File: config.mk
export PLATFORM = sky130hd
export DESIGN_NAME = rx_rs_fault_sync_flat
export DESIGN_NICKNAME = d
export VERILOG_FILES = /design/src/rtl/rx_rs_fault_sync_pkg.sv /design/src/rtl/rx_rs_fault_sync_if.sv /design/src/rtl/rx_rs_seq_detect.sv /design/src/rtl/rx_rs_fault_sync.sv /design/src/flat_wrapper.sv
export SDC_FILE = /design/constraint.sdc
export NUM_CORES = 1
export LEC_CHECK = 0
export BUFFER_PORTS_ARGS = -buffer_cell sky130_fd_sc_hd__buf_2
export CAP_MARGIN = 40
export CORE_ASPECT_RATIO = 0.75
export CORE_MARGIN = 1
export CORE_UTILIZATION = 25
export DETAILED_ROUTE_END_ITERATION = 10
export HOLD_SLACK_MARGIN = 0.06
export PLACE_DENSITY = 0.51
export REMOVE_ABC_BUFFERS = 1
export SYNTH_ARGS = -nofsm -noshare
export SYNTH_HDL_FRONTEND = slang
export SYNTH_SLANG_ARGS = --single-unit
File: constraint.sdc
create_clock -name rxclk -period 5 [get_ports rxclk]
set_clock_uncertainty 0.15 [all_clocks]
set_input_delay 0.5 -clock rxclk [delete_from_list [all_inputs] [get_ports rxclk]]
set_output_delay 0.5 -clock rxclk [all_outputs]
set_load 0.05 [all_outputs]
File: src/rtl/rx_rs_fault_sync_pkg.sv
// rtl/rx_rs_fault_sync_pkg.sv - shared constants, FSM types and per-column fault step for the receive RS
package rx_rs_pkg;

   localparam logic [1:0] LF_OK     = 2'b00;
   localparam logic [1:0] LF_LOCAL  = 2'b01;
   localparam logic [1:0] LF_REMOTE = 2'b10;

   localparam logic [7:0] XGMII_IDLE = 8'h07;
   localparam logic [7:0] XGMII_SEQ  = 8'h9C;
   localparam logic [7:0] SEQ_LOCAL  = 8'h01;
   localparam logic [7:0] SEQ_REMOTE = 8'h02;

   typedef enum logic [1:0] {
      ST_INIT  = 2'd0,
      ST_COUNT = 2'd1,
      ST_FAULT = 2'd2
   } fsm_state_e;

   typedef struct packed {
      fsm_state_e state;
      logic [3:0] seq_cnt;
      logic [1:0] last_type;
      logic [9:0] col_cnt;
      logic [1:0] link_fault;
   } rs_ctx_t;

   localparam rs_ctx_t CTX_RESET = '{ST_INIT, 4'd0, 2'd0, 10'd0, LF_OK};

   // Advance the link fault state by one column; chained once per column within a cycle.
   function automatic rs_ctx_t rs_step(input rs_ctx_t c, input logic v, input logic [1:0] t,
                                       input logic [3:0] thresh, input logic [9:0] window);
      rs_ctx_t n;
      n = c;
      case (c.state)
         ST_INIT: begin
            if (v) begin
               n.last_type = t;
               n.seq_cnt   = 4'd1;
               n.col_cnt   = 10'd0;
               n.state     = ST_COUNT;
            end
         end
         ST_COUNT, ST_FAULT: begin
            if (v) begin
               n.col_cnt = 10'd0;
               if (t != c.last_type) begin
                  n.last_type = t;
                  n.seq_cnt   = 4'd1;
               end else if (c.seq_cnt != thresh) begin
                  n.seq_cnt = c.seq_cnt + 4'd1;
               end
               // A new type only overrides the reported fault once it reaches the threshold.
               if (n.seq_cnt == thresh) begin
                  n.link_fault = n.last_type;
                  n.state      = ST_FAULT;
               end
            end else begin
               if (c.col_cnt != window) n.col_cnt = c.col_cnt + 10'd1;
               if (n.col_cnt == window) begin
                  n.seq_cnt    = 4'd0;
                  n.link_fault = LF_OK;
                  n.state      = ST_INIT;
               end
            end
         end
         default: n = CTX_RESET;
      endcase
      return n;
   endfunction

endpackage

File: src/rtl/rx_rs_fault_sync_if.sv
// rtl/rx_rs_fault_sync_if.sv - XGMII receive in/out bundle between capture, RS and receive engine
interface rx_rs_fault_sync_if #(parameter int LANES = 8);
   localparam int NCOL = LANES / 4;

   logic [LANES*8-1:0] rxd_in;
   logic [LANES-1:0]   rxc_in;
   logic [LANES*8-1:0] rxd_out;
   logic [LANES-1:0]   rxc_out;
   logic [1:0]         link_fault;
   logic [NCOL-1:0]    seq_det;

   modport master (output rxd_in, rxc_in, input rxd_out, rxc_out, link_fault, seq_det);
   modport slave  (input rxd_in, rxc_in, output rxd_out, rxc_out, link_fault, seq_det);
endinterface

File: src/rtl/rx_rs_seq_detect.sv
// rtl/rx_rs_seq_detect.sv - combinational fault sequence ordered set detector for one 4-lane column
module rx_rs_seq_detect
   import rx_rs_pkg::*;
(
   input  logic [31:0] i_data,
   input  logic [3:0]  i_ctrl,
   output logic        o_valid,
   output logic [1:0]  o_type
);
   logic w_hdr;
   logic w_local;
   logic w_remote;

   assign w_hdr    = (i_ctrl == 4'b0001) && (i_data[7:0] == XGMII_SEQ) && (i_data[23:8] == 16'h0000);
   assign w_local  = (i_data[31:24] == SEQ_LOCAL);
   assign w_remote = (i_data[31:24] == SEQ_REMOTE);
   assign o_valid  = w_hdr && (w_local || w_remote);
   assign o_type   = w_remote ? LF_REMOTE : LF_LOCAL;
endmodule

File: src/rtl/rx_rs_fault_sync.sv
// rtl/rx_rs_fault_sync.sv - receive RS: registered data path plus link fault FSM; RX_RS_IDLE_REPLACE_EN forces idle while faulted
module rx_rs_fault_sync
   import rx_rs_pkg::*;
#(
   parameter int LANES        = 8,
   parameter int FAULT_THRESH = 4,
   parameter int COL_WINDOW   = 128
)(
   input  logic              rxclk,
   input  logic              reset,
   rx_rs_fault_sync_if.slave rs
);
   localparam int         NCOL      = LANES / 4;
   localparam logic [3:0] LP_THRESH = 4'(FAULT_THRESH);
   localparam logic [9:0] LP_WINDOW = 10'(COL_WINDOW);

   logic [NCOL-1:0]    w_valid;
   logic [1:0]         w_type [NCOL];
   rs_ctx_t            w_ctx_next;
   logic [LANES*8-1:0] w_rxd_next;
   logic [LANES-1:0]   w_rxc_next;

   rs_ctx_t            r_ctx;
   logic [LANES*8-1:0] r_rxd;
   logic [LANES-1:0]   r_rxc;
   logic [NCOL-1:0]    r_seq_det;

   for (genvar k = 0; k < NCOL; k++) begin : g_col
      rx_rs_seq_detect u_det (
         .i_data  (rs.rxd_in[32*k +: 32]),
         .i_ctrl  (rs.rxc_in[4*k +: 4]),
         .o_valid (w_valid[k]),
         .o_type  (w_type[k])
      );
   end

   // Next FSM state: apply columns 0..NCOL-1 in order, each seeing the previous column's result.
   always_comb begin
      w_ctx_next = r_ctx;
      for (int k = 0; k < NCOL; k++) begin
         w_ctx_next = rs_step(w_ctx_next, w_valid[k], w_type[k], LP_THRESH, LP_WINDOW);
      end
   end

   // Next output data: pass-through, or idle columns while the next-state fault is active.
   always_comb begin
      w_rxd_next = rs.rxd_in;
      w_rxc_next = rs.rxc_in;
`ifdef RX_RS_IDLE_REPLACE_EN
      if (w_ctx_next.link_fault != LF_OK) begin
         w_rxd_next = {LANES{XGMII_IDLE}};
         w_rxc_next = '1;
      end
`endif
   end

   // State and output registers; reset presents idle and clears the fault.
   always_ff @(posedge rxclk) begin
      if (reset) begin
         r_ctx     <= CTX_RESET;
         r_rxd     <= {LANES{XGMII_IDLE}};
         r_rxc     <= '1;
         r_seq_det <= '0;
      end else begin
         r_ctx     <= w_ctx_next;
         r_rxd     <= w_rxd_next;
         r_rxc     <= w_rxc_next;
         r_seq_det <= w_valid;
      end
   end

   assign rs.rxd_out    = r_rxd;
   assign rs.rxc_out    = r_rxc;
   assign rs.link_fault = r_ctx.link_fault;
   assign rs.seq_det    = r_seq_det;
endmodule
File: src/flat_wrapper.sv
// flat-port wrapper written by rule: the top's interface ports become plain ports
module rx_rs_fault_sync_flat import rx_rs_pkg::*;
#(
   parameter int LANES        = 8,
   parameter int FAULT_THRESH = 4,
   parameter int COL_WINDOW   = 128
)
  (rxclk, reset, rs_rxd_in, rs_rxc_in, rs_rxd_out, rs_rxc_out, rs_link_fault, rs_seq_det);
  rx_rs_fault_sync_if #(.LANES(LANES)) rs_i ();
  input  logic rxclk;
  input  logic reset;
  input wire logic [$bits(rs_i.rxd_in)-1:0] rs_rxd_in;
  input wire logic [$bits(rs_i.rxc_in)-1:0] rs_rxc_in;
  output wire logic [$bits(rs_i.rxd_out)-1:0] rs_rxd_out;
  output wire logic [$bits(rs_i.rxc_out)-1:0] rs_rxc_out;
  output wire logic [$bits(rs_i.link_fault)-1:0] rs_link_fault;
  output wire logic [$bits(rs_i.seq_det)-1:0] rs_seq_det;
  assign rs_i.rxd_in = rs_rxd_in;
  assign rs_i.rxc_in = rs_rxc_in;
  assign rs_rxd_out = rs_i.rxd_out;
  assign rs_rxc_out = rs_i.rxc_out;
  assign rs_link_fault = rs_i.link_fault;
  assign rs_seq_det = rs_i.seq_det;
  rx_rs_fault_sync #(.LANES(LANES), .FAULT_THRESH(FAULT_THRESH), .COL_WINDOW(COL_WINDOW)) u_core (.rxclk(rxclk), .reset(reset), .rs(rs_i));
endmodule
---- After elaboration in Yosys (flattened, before gate mapping) ----
Cells that the tools add are included.
word-level totals
  output and inout port bits .............. 76
  bits in registers ....................... 94
  logic and storage cells ................. 88
operators by class
  reductions and logical operators ........ 14
  mux-type cells .......................... 40
  add/subtract/negate cells ............... 4
  equality and inequality tests ........... 22
operators with widths
  kind                                                                       count
  18-bit case mux with 2 select lines                                        2
  10-bit two-way mux                                                         6
  18-bit two-way mux                                                         2
  16-bit logical NOT                                                         2
  4-bit two-way mux                                                          8
  2-bit two-way mux                                                          14
  12-bit two-way mux                                                         2
  6-bit two-way mux                                                          4
  10-bit by 1-bit adder with 10-bit output (second input constant)           2
  10-bit by 8-bit == test with 1-bit output (second input constant)          2
  10-bit by 8-bit inequality test with 1-bit output (second input constant)  2
  8-bit by 1-bit == test with 1-bit output (second input constant)           2
  8-bit by 2-bit == test with 1-bit output (second input constant)           2
  8-bit == test (second input constant)                                      2
  4-bit by 1-bit adder with 4-bit output (second input constant)             2
  4-bit by 1-bit == test with 1-bit output (second input constant)           2
  4-bit by 3-bit == test with 1-bit output (second input constant)           2
  4-bit by 3-bit inequality test with 1-bit output (second input constant)   2
  2-bit case mux with 2 select lines                                         2
  1-bit logical AND                                                          6
  2-bit by 1-bit == test with 1-bit output (second input constant)           2
  2-bit == test (second input constant)                                      2
  2-bit logical NOT                                                          2
  2-bit inequality test                                                      2
  other kinds (2)                                                            4

---- Depth between registers and ports, before layout ----
  word-level depth ........................ 19
  gate-level depth with buffers ........... 18
  depth with buffers taken out ............ 17

---- By module ----
A second synthesis with hierarchy kept.
second synthesis, totals
  cell total of the unflattened synthesis .. 536
  area total of the unflattened synthesis .. 4694.5 um2
modules (own cells, without submodules)
  module            times used  seq. area each (um2)  cells an instance  area each (um2)
  rx_rs_fault_sync  1           1881.8                500                4431.8
  rx_rs_seq_detect  2           0.0                   18                 131.4

---- Worst setup path after synthesis ----
No wires, ideal clock.
  path kind ............................... reg-to-reg
  from .................................... register u_core.r_ctx[2] (netlist name)
  to ...................................... register u_core.r_ctx[19] (netlist name)
  slack ................................... 1171 ps
  arrival time ............................ 3555 ps
  stages on the path, launching flop included .. 19
  required time ........................... 4726 ps
  cell sequence ........................... dfxtp_1 > clkbuf_1 > inv_1 > ha_1 > nor4b_2 > and2_1 > a211oi_1 > o21bai_1 > nand2_1 > inv_1 > ha_1 > o221a_2 > nand4_1 > xnor2_1 > a2111o_1 > nor4_2 > a31oi_1 > o21ai_1 > a21oi_1
between the ends
  word-level cells in the longest chain between the ends .. 17
ends and longest elaborated chain
  item                                                                                                                  line                                                    text
  start: declaration                                                                                                    rx_rs_fault_sync.sv:23                                  rs_ctx_t r_ctx;
  start signal: assignment                                                                                              rx_rs_fault_sync.sv:65                                  r_ctx <= w_ctx_next;
  10-bit by 1-bit adder with 10-bit output / 10-bit by 8-bit inequality test with 1-bit output (equally long branches)  rx_rs_fault_sync_pkg.sv:58                              if (c.col_cnt != window) n.col_cnt = c.col_cnt + 10'd1;
  10-bit two-way mux                                                                                                    rx_rs_fault_sync_pkg.sv:58
  10-bit two-way mux                                                                                                    rx_rs_fault_sync_pkg.sv:44                              if (v) begin
  10-bit two-way mux                                                                                                    rx_rs_fault_sync_pkg.sv:34                              case (c.state)
  10-bit by 8-bit == test with 1-bit output                                                                             rx_rs_fault_sync_pkg.sv:59                              if (n.col_cnt == window) begin
  6-bit two-way mux                                                                                                     rx_rs_fault_sync_pkg.sv:59
  6-bit two-way mux                                                                                                     rx_rs_fault_sync_pkg.sv:44
  18-bit case mux with 2 select lines *                                                                                 rx_rs_fault_sync_pkg.sv:34
  4-bit by 1-bit adder with 4-bit output / 4-bit by 3-bit inequality test with 1-bit output (equally long branches)     rx_rs_fault_sync_pkg.sv:50, rx_rs_fault_sync_pkg.sv:49
  4-bit two-way mux                                                                                                     rx_rs_fault_sync_pkg.sv:49                              end else if (c.seq_cnt != thresh) begin
  4-bit two-way mux                                                                                                     rx_rs_fault_sync_pkg.sv:46                              if (t != c.last_type) begin
  4-bit two-way mux                                                                                                     rx_rs_fault_sync_pkg.sv:44
  4-bit two-way mux                                                                                                     rx_rs_fault_sync_pkg.sv:34
  4-bit by 3-bit == test with 1-bit output                                                                              rx_rs_fault_sync_pkg.sv:53                              if (n.seq_cnt == thresh) begin
  2-bit two-way mux                                                                                                     rx_rs_fault_sync_pkg.sv:53
  6-bit two-way mux                                                                                                     rx_rs_fault_sync_pkg.sv:44
  18-bit case mux with 2 select lines *                                                                                 rx_rs_fault_sync_pkg.sv:34
Every way passes the cells marked *; elsewhere a longest branch is shown, timed or not. The select of a mux whose other input is x is not followed.
A chain may end at the register's enable or synchronous reset.

---- Worst setup path in the final report ----
  from .................................... register u_core.r_ctx[18] (netlist name)
  to ...................................... register u_core.r_ctx (netlist bit u_core.rs.link_fault[0])
between the ends
  word-level cells in the longest chain between the ends .. 12
ends and longest elaborated chain
  item                                                                               line
  branches (longest 11 deep; another with 10-bit by 1-bit adder with 10-bit output)  -
  2-bit case mux with 2 select lines *                                               rx_rs_fault_sync_pkg.sv:34
Every way passes the cells marked *. The select of a mux whose other input is x is not followed.

==> run summary <==
The setup slack on the worst flop-to-flop path came out at about 700 ps. The die is between 100 and 150 um tall. The number of clock sinks came out at 94.

For this configuration, the core starts out at a cell density of 25.6%. The origin of the critical flop-to-flop path is u_core.r_ctx[18]. The total clock buffers created by CTS is 9.

Data on the critical path arrives at its endpoint at 4360 ps. The worst hold path cell count came out at 2. The core outline area is ~18000 um2.

The number of flops mapped to enable cells by yosys is 0. The detailed placement HPWL came out at 10200 um. The number of H-tree branching levels is 3. The async set-reset flop share out of synthesis came out at 0%. The initial antenna violation count is 0. Of the available clock period, the critical path in the final layout requires 86.0%. Setup repair after global routing left no endpoint under its margin. The highest clock frequency the design can meet is between 0.2 and 0.25 GHz. The most used flip-flop cell after synthesis is sky130_fd_sc_hd__dfxtp_1. The DRC violation total after the first TritonRoute iteration is 492. The first-pass GRT wire length is 21300 um. The power density over cell area is between 200 and 300 nW/um2. The count of non-filler cells in the finished layout came out at around 930. The final setup TNS came out at 0 ps.

The share of the synthesized area in the top cell type is ~40%. For this design, the CTS-stage hold fixing added 0 buffers. The number of I/O pins came out at 150. Dividing the detail-routed wire length by the instance count gives 14.3 um. The critical-path maximum fanout came out at 20. The die area came out at 19400 um2. The met1 capacity usage during global routing came out at approximately a fifth. The share of synthesized area occupied by flip-flops and latches is 39.9%. The total wire length came out at roughly 13000 um. The min-delay analysis places its worst path in the category in -> reg. The critical path is of the reg -> reg type. The number of antenna diodes in the final layout is 0. The number of maximum-capacitance constraint violations is 0. Grouping stages by cell kind, the critical path spends the most delay in compound AO/OA/AOI/OAI gates. In the global route stage, met2 resource usage came out at 18.8%. The total congestion overflow after global routing is 0. The number of warnings reported in the yosys synthesis log is 0. The signal on the critical path passes through inv_1 > ha_1 > clkinv_1 > a211oi_1 > o21bai_1 > nand2_1 > inv_1 > ha_1 > o221a_2 > nand4_1 > xnor2_1 > a2111o_1 > nor4_2 > a31oi_1 > nor2_1 > a211oi_2. The later-pin clock latency in the skew report came out at 340 ps. sky130_fd_sc_hd__dfxtp_1 takes more of the synthesized area than any other cell. Using the TritonRoute via totals, the vias-per-cell ratio works out to 4.71.

The sum of buffers and inverters on the critical path came out at 3. The number of core rows is 43. In the global route stage, overall resource usage came out at 13.8%. The longest individual stage delay on the worst path is 670 ps. The final setup slack of the worst path came out at 698 ps. The synthesized design contains 94 register bits. The flow ran to the end, and the final reports show no timing, DRC or antenna violations. The fraction of layout cells with a size suffix above 1 came out at about a third.

Setup violations remaining at the end of the flow were counted as 0. The final weighted congestion in routability-driven placement is 0.822. The mean instance size in the synthesized netlist is 8.72 um2. The synthesized netlist cell count came out at around 540. In this run the clock root is driven by a sky130_fd_sc_hd__clkbuf_16. The count of different cell masters after synthesis is 69. STA classifies the critical path startpoint as a flop. The area growth from synthesis to layout came out at 27.6%.

Global routing consumed, on the met3 layer, 3.42% of the routing resources. The shortest period the worst path allows came out at 4300 ps. Prior to clock tree synthesis, the placed netlist has a worst setup slack of around 780 ps.

The worst reg2reg path depth came out at 16. The clock input transition at the sequential cells of the worst setup and hold paths is 70 ps. The residual antenna-violating net count after detailed routing came out at 0. Gates resized during post-CTS repair numbered 0. The overall via count from detail_route came out at around 4.4k. The relative max-transition margin is 52.2%. The post-synthesis instance area is ~4700 um2. The first-pass iteration count of the detailed router is 5.

The path with the worst hold slack has its endpoint at u_core.rs.rxc_out[7]. In the final design database the tool counted 766 nets. Among all stages on the critical path, the largest delay is contributed by sky130_fd_sc_hd__ha_1.

For this run, design rule violations remaining after detail routing come to 0. The number of failing hold endpoints at the final stage came out at 0. The final-report max-slew violation count was 0. The number of input and output port buffers inserted is 149. The number of setup buffers added after CTS is 0. STA classifies the critical path endpoint as a flop. The most common cell in the synthesized netlist is sky130_fd_sc_hd__dfxtp_1. The actual slew at the worst max-slew pin is 712 ps.

The die width came out at 161 um. Summed over all cells, the static leakage comes to 2.51 nW. The endpoint identified for the worst register-to-register timing path is u_core.rs.link_fault[0].

The cell count after placement came out at 916. The worst ir drop on vdd is around 0.17 mV. The clock tree from TritonCTS is done.

Entering global routing, the biggest net connects 77 pins. The commonest cells after synthesis are sky130_fd_sc_hd__dfxtp_1, sky130_fd_sc_hd__nor2b_1, sky130_fd_sc_hd__nor2_1, sky130_fd_sc_hd__or2_2, sky130_fd_sc_hd__nand2_1. The maximum buffer depth of the clock tree came out at 2. The worst hold path begins at rs_rxc_in[7].

The critical path data required time is about 5000 ps. The number of global-route vias before repair is 3947. Ranked by total cell area, the synthesized netlist is headed by sky130_fd_sc_hd__dfxtp_1, sky130_fd_sc_hd__nor2b_1, sky130_fd_sc_hd__or2_2.

The global routing stage identified its most utilized layer as met1.
==> registers in the layout (all words and copies together) (netlist names) <==
name	flops
u_core.rs.rxd_out	64
u_core.r_ctx	18
u_core.rs.rxc_out	8
u_core.rs.link_fault	2
u_core.rs.seq_det	2
==> cell type report <==
type                       count  area [um2]
inverter                      22        82.6
tap                          247         309
clock inverter                 6        67.6
timing repair buffer         161         836
clock buffer                  10         239
multi-input combinational    392        2600
fill                        1929       12400
sequential                    94        1880
==> worst max-delay path by stage <==
stage | startpoint | to | slack (ps) | cells past startpoint
floorplan | u_core.r_ctx[18] | u_core.rs.link_fault[0] | 1210 | 16
finish | u_core.r_ctx[18] | u_core.rs.link_fault[0] | 700 | 16
CTS | u_core.r_ctx[18] | u_core.rs.link_fault[0] | 740 | 16
global route | u_core.r_ctx[18] | u_core.rs.link_fault[0] | 290 | 16
global placement | u_core.r_ctx[18] | u_core.r_ctx[19] | 740 | 16
detailed placement | u_core.r_ctx[18] | u_core.rs.link_fault[0] | 780 | 16
==> worst reg2reg max path, cell delays in order (launching register included) <==
cell                       delay [ps]
sky130_fd_sc_hd__dfxtp_1          390
sky130_fd_sc_hd__inv_1             60
sky130_fd_sc_hd__ha_1             670
sky130_fd_sc_hd__clkinv_1         180
sky130_fd_sc_hd__a211oi_1         240
sky130_fd_sc_hd__o21bai_1         230
sky130_fd_sc_hd__nand2_1          130
sky130_fd_sc_hd__inv_1             80
sky130_fd_sc_hd__ha_1             250
sky130_fd_sc_hd__o221a_2          260
sky130_fd_sc_hd__nand4_1          120
sky130_fd_sc_hd__xnor2_1          180
sky130_fd_sc_hd__a2111o_1         410
sky130_fd_sc_hd__nor4_2           260
sky130_fd_sc_hd__a31oi_1          300
sky130_fd_sc_hd__nor2_1           210
sky130_fd_sc_hd__a211oi_2          60
==> stage by stage <==
step | util [%] | hold WS, ps | instance area, um2 | total power, mW
after floorplan | - | 422 | 4570 | 0.946
after global placement | 31.0 | 546 | 5710 | 1.03
after detailed placement | 31.0 | 531 | 5710 | 1.03
after CTS | 32.6 | 194 | 6020 | 1.74
after global routing | 32.6 | 190 | 6020 | 1.78
final | 32.6 | 204 | 6020 | 1.72
==> kinds of logic after synthesis <==
family / Yosys count / share of synthesized area [%]
AO/OA/AOI/OAI: 106 / 16.2
XOR/XNOR: 15 / 2.79
adder cells (fa/ha/maj): 12 / 3.18
buffers and inverters: 55 / 4.93
flip-flops: 94 / 39.9
multiplexers: 2 / 0.451
AND/OR/NAND/NOR: 257 / 32.6
==> report_power, final <==
part | total, mW | switching, mW | internal [mW]
Combinational | 0.227 | 0.163 | 0.0638
Clock | 0.708 | 0.304 | 0.404
Sequential | 0.786 | 0.00647 | 0.779
==> per-layer routing <==
metal	vias to the layer above	routed length [um]	part of all wire, %
met4	0	176	1.3
met5	-	0	0
met1	1999	7060	53
met3	12	890	6.7
li1	2222	-	-
met2	155	5210	39
==> cells in the final DEF (no fill, tap or decap), drive strengths merged, types with 6 or more instances in the layout <==
cell type,n
buf,161
dfxtp,94
nor2b,42
nor2,40
or2,34
nand2,26
a21oi,23
inv,23
o21ai,18
nor4,18
nand4,16
nand3,15
ha,12
nor3,12
and2,11
xnor2,10
a22oi,10
clkbuf,10
nor4b,10
a31oi,9
a41oi,6
No activity file was read; power rests on OpenSTA's default activity.
